$ cat config.mk
export PLATFORM = sky130hd
export DESIGN_NAME = dma_mode_switch_ctrl
export DESIGN_NICKNAME = d
export VERILOG_FILES = /design/src/rtl/dma_pkg.sv /design/src/rtl/dma_outstanding_cnt.sv /design/src/rtl/dma_mode_switch_ctrl.sv
export SDC_FILE = /design/constraint.sdc
export NUM_CORES = 1
export LEC_CHECK = 0
export ABC_AREA = 1
export CELL_PAD_IN_SITES_DETAIL_PLACEMENT = 0
export CELL_PAD_IN_SITES_GLOBAL_PLACEMENT = 1
export CORE_MARGIN = 1
export CORE_UTILIZATION = 39
export DETAILED_ROUTE_END_ITERATION = 10
export PLACE_DENSITY_LB_ADDON = 0.1
export SLEW_MARGIN = 20
export SYNTH_ARGS = -nofsm -noshare
export SYNTH_HDL_FRONTEND = slang
export SYNTH_HIERARCHICAL = 1
export SYNTH_SLANG_ARGS = --single-unit
$ cat constraint.sdc
create_clock -name clk -period 2.15 [get_ports clk]
set_input_delay 0.3225 -clock clk [delete_from_list [all_inputs] [get_ports clk]]
set_output_delay 0.3225 -clock clk [all_outputs]
set_load 0.005 [all_outputs]
$ cat src/rtl/dma_pkg.sv
// dma_pkg: shared DMA types.
//   e_dma_mode     : select encoding for the AXI-MM source/destination mux.
//                    The 2-bit field leaves one code unused; the mux's
//                    default arm deals with it.
//   DMA_MODE_RESET : mux select that is in effect when reset is released.
package dma_pkg;

  typedef enum logic [1:0] {
    DDR_TO_HOST  = 2'd0,
    HOST_TO_DDR  = 2'd1,
    HOST_TO_HOST = 2'd2
  } e_dma_mode;

  localparam e_dma_mode DMA_MODE_RESET = DDR_TO_HOST;

  // Width of a counter that must be able to hold 0..max_out.
  function automatic int cnt_width(input int max_out);
    return $clog2(max_out + 1);
  endfunction

endpackage

$ cat src/rtl/dma_outstanding_cnt.sv
// dma_outstanding_cnt: saturating up/down counter of in-flight bursts.
//   clk, reset : clock, asynchronous active-high reset
//   inc, dec   : +1 / -1 requests; both high in one cycle cancel out
//   cnt        : registered count, 0..MAX_OUTSTANDING
//   zero       : cnt == 0
//   ovf, udf   : single-cycle pulses when an increment at the ceiling or a
//                decrement at zero is refused (count is held)
module dma_outstanding_cnt
  import dma_pkg::*;
#(
  parameter int MAX_OUTSTANDING = 64,
  parameter int CNT_W           = cnt_width(MAX_OUTSTANDING)
) (
  input  logic             clk,
  input  logic             reset,
  input  logic             inc,
  input  logic             dec,
  output logic [CNT_W-1:0] cnt,
  output logic             zero,
  output logic             ovf,
  output logic             udf
);

  localparam logic [CNT_W-1:0] CNT_MAX = CNT_W'(MAX_OUTSTANDING);

  logic [CNT_W-1:0] cnt_reg;
  logic             up;
  logic             down;

  assign up   = inc && !dec;
  assign down = dec && !inc;

  assign ovf  = up && (cnt_reg == CNT_MAX);
  assign udf  = down && (cnt_reg == '0);
  assign zero = (cnt_reg == '0);
  assign cnt  = cnt_reg;

  always_ff @(posedge clk or posedge reset) begin
    if (reset) begin
      cnt_reg <= '0;
    end else if (up && !ovf) begin
      cnt_reg <= cnt_reg + CNT_W'(1);
    end else if (down && !udf) begin
      cnt_reg <= cnt_reg - CNT_W'(1);
    end
  end

endmodule

$ cat src/rtl/dma_mode_switch_ctrl.sv
// dma_mode_switch_ctrl: sequences direction changes of the DMA AXI-MM mux.
// A new mode is only applied once every in-flight read and write burst on
// the DMA side has drained, so no transaction straddles two targets.
//   clk, reset                   : clock, asynchronous active-high reset
//   req_valid, req_mode          : mode-change request (held until ready)
//   req_ready                    : one-cycle ack, new mode already active
//   mode                         : registered mux select
//   hold_off                     : engine must not start new AR/AW
//   src_ar_hs, src_r_last_hs     : read address / last read data handshakes
//   dest_aw_hs, dest_w_last_hs,
//   dest_b_hs                    : write address / last write data / response
//   busy                         : any outstanding counter non-zero
//   err_ovf, err_udf             : sticky counter overflow / underflow
module dma_mode_switch_ctrl
  import dma_pkg::*;
#(
  parameter int MAX_OUTSTANDING = 64
) (
  input  logic      clk,
  input  logic      reset,
  input  logic      req_valid,
  input  e_dma_mode req_mode,
  output logic      req_ready,
  output e_dma_mode mode,
  output logic      hold_off,
  input  logic      src_ar_hs,
  input  logic      src_r_last_hs,
  input  logic      dest_aw_hs,
  input  logic      dest_w_last_hs,
  input  logic      dest_b_hs,
  output logic      busy,
  output logic      err_ovf,
  output logic      err_udf
);

  localparam int CNT_W = cnt_width(MAX_OUTSTANDING);
  localparam int N_CNT = 3;

  typedef enum logic [1:0] {
    ST_RUN    = 2'd0,
    ST_DRAIN  = 2'd1,
    ST_SWITCH = 2'd2,
    ST_ACK    = 2'd3
  } e_state;

  e_state    state_reg, state_next;
  e_dma_mode mode_reg, mode_next;
  logic      err_ovf_reg, err_udf_reg;

  // Counter order: 0 = rd_cnt, 1 = aw_cnt, 2 = wd_cnt.
  // A B response retires both the address and the data side of a write.
  logic [N_CNT-1:0] inc_vec, dec_vec, zero_vec, ovf_vec, udf_vec, nz_vec;
  logic [CNT_W-1:0] cnt_arr [N_CNT];

  assign inc_vec = {dest_w_last_hs, dest_aw_hs, src_ar_hs};
  assign dec_vec = {dest_b_hs,      dest_b_hs,  src_r_last_hs};

  generate
    for (genvar gi = 0; gi < N_CNT; gi++) begin : g_cnt
      dma_outstanding_cnt #(
        .MAX_OUTSTANDING (MAX_OUTSTANDING),
        .CNT_W           (CNT_W)
      ) u_cnt (
        .clk   (clk),
        .reset (reset),
        .inc   (inc_vec[gi]),
        .dec   (dec_vec[gi]),
        .cnt   (cnt_arr[gi]),
        .zero  (zero_vec[gi]),
        .ovf   (ovf_vec[gi]),
        .udf   (udf_vec[gi])
      );
      assign nz_vec[gi] = (cnt_arr[gi] != '0);
    end
  endgenerate

  // A handshake this cycle means the counters are about to move, so the
  // drain is not complete even if every registered count reads zero.
  logic idle;
  assign idle = (&zero_vec) && !(|inc_vec) && !(|dec_vec);

  always_ff @(posedge clk or posedge reset) begin
    if (reset) begin
      state_reg   <= ST_RUN;
      mode_reg    <= DMA_MODE_RESET;
      err_ovf_reg <= 1'b0;
      err_udf_reg <= 1'b0;
    end else begin
      state_reg   <= state_next;
      mode_reg    <= mode_next;
      err_ovf_reg <= err_ovf_reg | (|ovf_vec);
      err_udf_reg <= err_udf_reg | (|udf_vec);
    end
  end

  always_comb begin
    state_next = state_reg;
    mode_next  = mode_reg;
    req_ready  = 1'b0;
    hold_off   = 1'b1;
    case (state_reg)
      ST_RUN: begin
        hold_off = 1'b0;
        if (req_valid) begin
          state_next = (req_mode == mode_reg) ? ST_ACK : ST_DRAIN;
        end
      end
      ST_DRAIN: begin
        if (idle) begin
          state_next = ST_SWITCH;
          mode_next  = req_mode;
        end
      end
      // One settle cycle with the new select before the ack releases traffic.
      ST_SWITCH: state_next = ST_ACK;
      ST_ACK: begin
        req_ready  = 1'b1;
        state_next = ST_RUN;
      end
      default: state_next = ST_RUN;
    endcase
  end

  assign mode    = mode_reg;
  assign busy    = |nz_vec;
  assign err_ovf = err_ovf_reg;
  assign err_udf = err_udf_reg;

endmodule

Word level (Yosys, flattened, before mapping) --
Index checks and enable logic that the tools add are counted.
Word-level totals: register bits 27, output and inout bits 7, logic and storage cells 87
Cells by class: $add $sub $neg 6, equality and inequality tests 9, muxes and demuxes 12, bitwise operators 2, reduce and logical (&&, ||, !) cells 51
Operators with widths (count):
- $mux 7 | 6
- $add 7x1->7 const B | 3
- $eq 7x7->1 const B | 3
- $logic_not 7->1 | 3
- $reduce_bool 7->1 | 3
- $sub 7x1->7 const B | 3
- $logic_and 1x1->1 | 20
- $logic_not 1->1 | 13
- $reduce_or 3->1 | 4
- $pmux 2 s4 | 1
- $mux 2 | 3
- $reduce_bool 2->1 | 3
- $eq 2x2->1 const B | 2
- $ne 2x2->1 const B | 2
- $reduce_and 2->1 | 2
- $reduce_and 3->1 | 1
- $eq 2x1->1 const B | 1
- $eq 2x2->1 | 1
- $logic_not 2->1 | 1
- $mux 1 | 2
- $or 1x1->1 | 2
- $reduce_or 2->1 | 1

Longest topological paths before layout --
depth after elaboration 7, mapped depth 13

By module --
The synthesis kept the hierarchy.
Modules (own cells, without submodules):
- dma_outstanding_cnt | times used 3, cells an instance 87, area an instance 638.1 um2, seq. area each 175.2 um2
- dma_mode_switch_ctrl | times used 1, cells an instance 82, area an instance 516.7 um2, seq. area each 150.1 um2

Worst setup path before layout --
OpenSTA, ideal clock, no wires.
path type register to register, from register g_cnt[1].u_cnt.cnt_reg[0], to register g_cnt[1].u_cnt.cnt_reg[6], setup time 117 ps, arrival 1913 ps, path slack 120 ps, stages on the path, launching flop included 12, path buffers 0, clock period less this slack 2030 ps, cell sequence dfrtp_1 -> nor2_1 -> nand2_2 -> o21ai_4 -> ha_1 -> or2_2 -> nand3_1 -> nand2_1 -> nand2_2 -> nand2_1 -> nand2_1 -> nand2_1
On the way: longest elaborated chain between the ends 5, elaborated cells between the ends (all ways) 13
RTL lines:
- start, declared | line dma_outstanding_cnt.sv:26 | logic [CNT_W-1:0] cnt_reg;
- start signal, assigned | line dma_outstanding_cnt.sv:42 | cnt_reg <= cnt_reg + CNT_W'(1);
- start signal, assigned | line dma_outstanding_cnt.sv:44 | cnt_reg <= cnt_reg - CNT_W'(1);
- branches (longest 5 deep; another with $sub 7x1->7)
Several ways; the timed one is not identified. The select of a mux whose other input is x is not followed. A chain may end at the register's enable or synchronous reset.

Worst setup path after layout --
from input port dest_aw_hs, to register g_cnt[1].u_cnt.cnt_reg[6]
On the way: longest elaborated chain between the ends 6, elaborated cells between the ends (all ways) 11
RTL lines:
- start, declared | line dma_mode_switch_ctrl.sv:28 | input logic dest_aw_hs,
- $logic_not 1->1 | line dma_outstanding_cnt.sv:31 | assign down = dec && !inc;
- $logic_and 1x1->1 | line dma_outstanding_cnt.sv:31
- $logic_and 1x1->1 | line dma_outstanding_cnt.sv:34 | assign udf = down && (cnt_reg == '0);
- $logic_not 1->1 | line dma_outstanding_cnt.sv:43 | end else if (down && !udf) begin
- $logic_and 1x1->1 | line dma_outstanding_cnt.sv:43
- $reduce_bool 2->1 (no source line)
Several ways; a longest one is shown, not always the timed one.

==> flow_summary_export.csv <==
group,metric,value,unit
setup_path,worstRegToRegCells,9,
job,max-cap-violations,0,
cts,cts_buffers,3,
placed_design,gp_congestion,0.7934,
cts,clkTransAtPathRegs,0.09,ns
setup_path,crit_path_top_delay_cell,"clkdlybuf4s50_1",
global_routing,grt_first_pass_wirelength,9.639,mm
layout,nets,455,
cts,clock-sinks,27,
floorplanning,rows,28,
route,wl,5.613,mm
sta,layout_setup_ws,0.1236,ns
logic_synthesis,synth_area_leader_cell,"dfrtp_1",
sta,rsz0062_at_grt,"yes",
floorplanning,die_x,80.95,µm
route,dr.pass1.iters,4,
logic_synthesis,synth_area,2431,µm²
pwr,p_per_area,1338,nW/µm²
global_routing,grt_pass1_vias,2215,
floorplanning,fp.dieH,80.95,µm
global_routing,met3_usage,0.01685,
global_routing,antenna_found_initial,0,
logic_synthesis,synthDistinctLibCells,23,
setup_path,cp_num_buf_inv,3,
layout,instances_no_fill,493,
floorplanning,dieArea,6553,µm²
sta,period_needed,2.026,ns
cts,htreeDepth,1,
floorplanning,core-area,5956,µm²
global_routing,grt-busiest-layer,"met2",
logic_synthesis,synth_seq_area_share,0.2779,
logic_synthesis,synth_edf_count,0,
cts,holdBufCountCts,0,
logic_synthesis,synth.most_common_cell,"nand2_1",
sta,slew_violations,0,
pwr,peakVddDrop,530.4,µV
setup_path,crit_top_cell,"nand2_1",
pwr,finalPower,4.242,mW
global_routing,use_met1,0.2571,
layout,drive_gt1_frac,0.2297,
route,ant_nets,0,
outcome,outcome,"finished, final reports clean",
route,vias_per_cell,4.692,
setup_path,crit_family,"simple AND/OR/NAND/NOR gates",
route,dr.first_iter.drc_count,70,
setup_path,crit_start,"dest_aw_hs",
route,wire_per_inst,11.39,µm
global_routing,grt_util_met2,0.3126,
layout,largest_reg_flops,21,
cts,cts_tree,"done",
setup_path,cpPeakStageDelay,0.49,ns
sta,tightest_slew,0.2990,ns
pwr,leakage,1.639,nW
setup_path,r2r_slack,0.16,ns
global_routing,track_usage,0.1868,
cts,cts_max_path_buffers,2,
logic_synthesis,synth.top_cells.by_area,"dfrtp_1, nand2_1, ha_1",
route,num_vias,2313,
setup_path,crit_path_start_kind,"input pin",
setup_path,required,2.33,ns
placed_design,port-buffer-count,16,
global_routing,grt_start_max_net_pins,15,
placed_design,dp.cells,482,
layout,diodes,0,
setup_path,path_class,"in2reg",
logic_synthesis,yosys_warnings,6,
floorplanning,start_util,0.4082,
logic_synthesis,synth_fp_nets,379,
sta,slew_headroom,0.7999,
logic_synthesis,ys.flop_type,"dfrtp_1",
sta,hold_viol,0,
route,drcViolationCount,0,
setup_path,r2r-end,"g_cnt[2].u_cnt/cnt[5]",
cts,cts-root-buf,"clkbuf_8",
logic_synthesis,synthesis.instances,343,
floorplanning,io_pins,17,
setup_path,path_cells,"clkdlybuf4s50_1 -> inv_1 -> nor2_2 -> o21ai_4 -> buf_4 -> ha_1 -> nand2_1 -> nor3_1 -> nor2_1 -> nand2_1 -> nand2_1 -> nand2_1 -> nand2_1",
layout,nFillCells,619,
placed_design,dpl_cell_area,3045,µm²
setup_path,cp.arrival,2.20,ns
setup_path,setup.worst_path.end,"g_cnt[1].u_cnt/cnt[6]",
logic_synthesis,ys_ff_latch,27,
setup_path,r2r_start,"g_cnt[2].u_cnt/cnt[4]",
sta,finalCritPeriodShare,0.9425,
layout,fin_area,3169,µm²
placed_design,dp_hpwl,4.521,mm
setup_path,critPathMaxFanout,6,
logic_synthesis,synthArstFlopShare,1.000,
sta,setup-violations-final,0,
setup_path,worst-path-stages,13,
setup_path,cp-end-kind,"register",
sta,max_freq,493.5,MHz
sta,fin_setup_tns,0,ns
placed_design,preCtsSetupSlack,-0.1988,ns
global_routing,grt_overflow,0,
layout,syn_to_final_growth,30.37,%
logic_synthesis,synth_common_cells,"nand2_1, inv_1, nor2_1, nand3_1, dfrtp_1",
logic_synthesis,synth_top_area_frac,0.2779,
logic_synthesis,postSynthAreaPerCell,7.088,µm²
cts,insertion_delay,0.27,ns
worst_hold_path,timing.hold.worst.class,"in2async",
sta,finClkSkew,0.004574,ns
==> placed cells by master (no fill, tap or decap), types with 7 or more instances in the layout <==
cell	Yosys	final
clkdlybuf4s50_1	0	16
or2_2	10	10
ha_1	23	23
nand2_2	7	7
buf_4	0	54
inv_1	40	40
nor2_1	38	35
nand3_1	33	31
a21oi_1	7	7
nor4_1	7	7
dfrtp_1	27	27
nand2_1	109	109
==> metal layers <==
layer	share of wire	routed length, µm
met4	0.011	59
met2	0.45	2532
met1	0.52	2939
met3	0.014	81
met5	0	0
==> where the power goes <==
group | internal [mW] | total [mW] | switching (mW)
clock network | 0.133 | 0.295 | 0.162
logic | 1.44 | 3.02 | 1.58
registers | 0.748 | 0.930 | 0.182
==> stage by stage <==
step | hold slack [ns] | utilization
6_report | 0.3927 | 0.5321
5_1_grt | 0.4335 | 0.5321
4_1_cts | 0.4012 | 0.5189
3_5_place_dp | 0.4646 | 0.5113
3_3_place_gp | 0.4557 | 0.5113
2_1_floorplan | 0.1135 | -
==> worst reg2reg max path, cell delays in order, from the launching register on <==
cell and delay (ns):
dfrtp_1 0.41, inv_1 0.08, nand3_1 0.14, o21ai_4 0.29
ha_1 0.31, or2_2 0.31, nand3b_1 0.13, nand3b_1 0.09
nand3_1 0.09, nand2_1 0.05
==> worst min path at each step <==
stage,from,end,slack (ns),cells after the start
after floorplan,reset,err_ovf,0.11,1
after global placement,err_udf,err_udf,0.46,2
after detailed placement,err_udf,err_udf,0.46,2
after CTS,reset,err_ovf,0.40,2
after global routing,reset,mode[0],0.43,2
final,reset,err_ovf,0.39,2
==> what timing repair did <==
item	CTS	global route
setup buffers	0	6
resized for setup	0	7
setup endpoints to repair	0	10
==> cells by family after synthesis <==
| logic type | count (synthesis) | synth area share |
|---|---|---|
| fa+ha+maj | 26 | 0.1431 |
| simple gates | 224 | 0.4179 |
| xor+xnor | 9 | 0.03243 |
| compound gates | 16 | 0.06536 |
| flops | 27 | 0.2779 |
| buf+inv | 41 | 0.06330 |
==> cell type report <==
class                           count  area, µm²  share of cell area
Multi-Input combinational cell    276       1635              0.5160
Sequential cell                    27      675.6              0.2132
Timing Repair Buffer               70      565.5              0.1784
Inverter                           41      153.9             0.04856
Tap cell                           75      93.84             0.02961
Clock buffer                        4      45.04             0.01421
No activity file was read; power rests on OpenSTA's default activity.
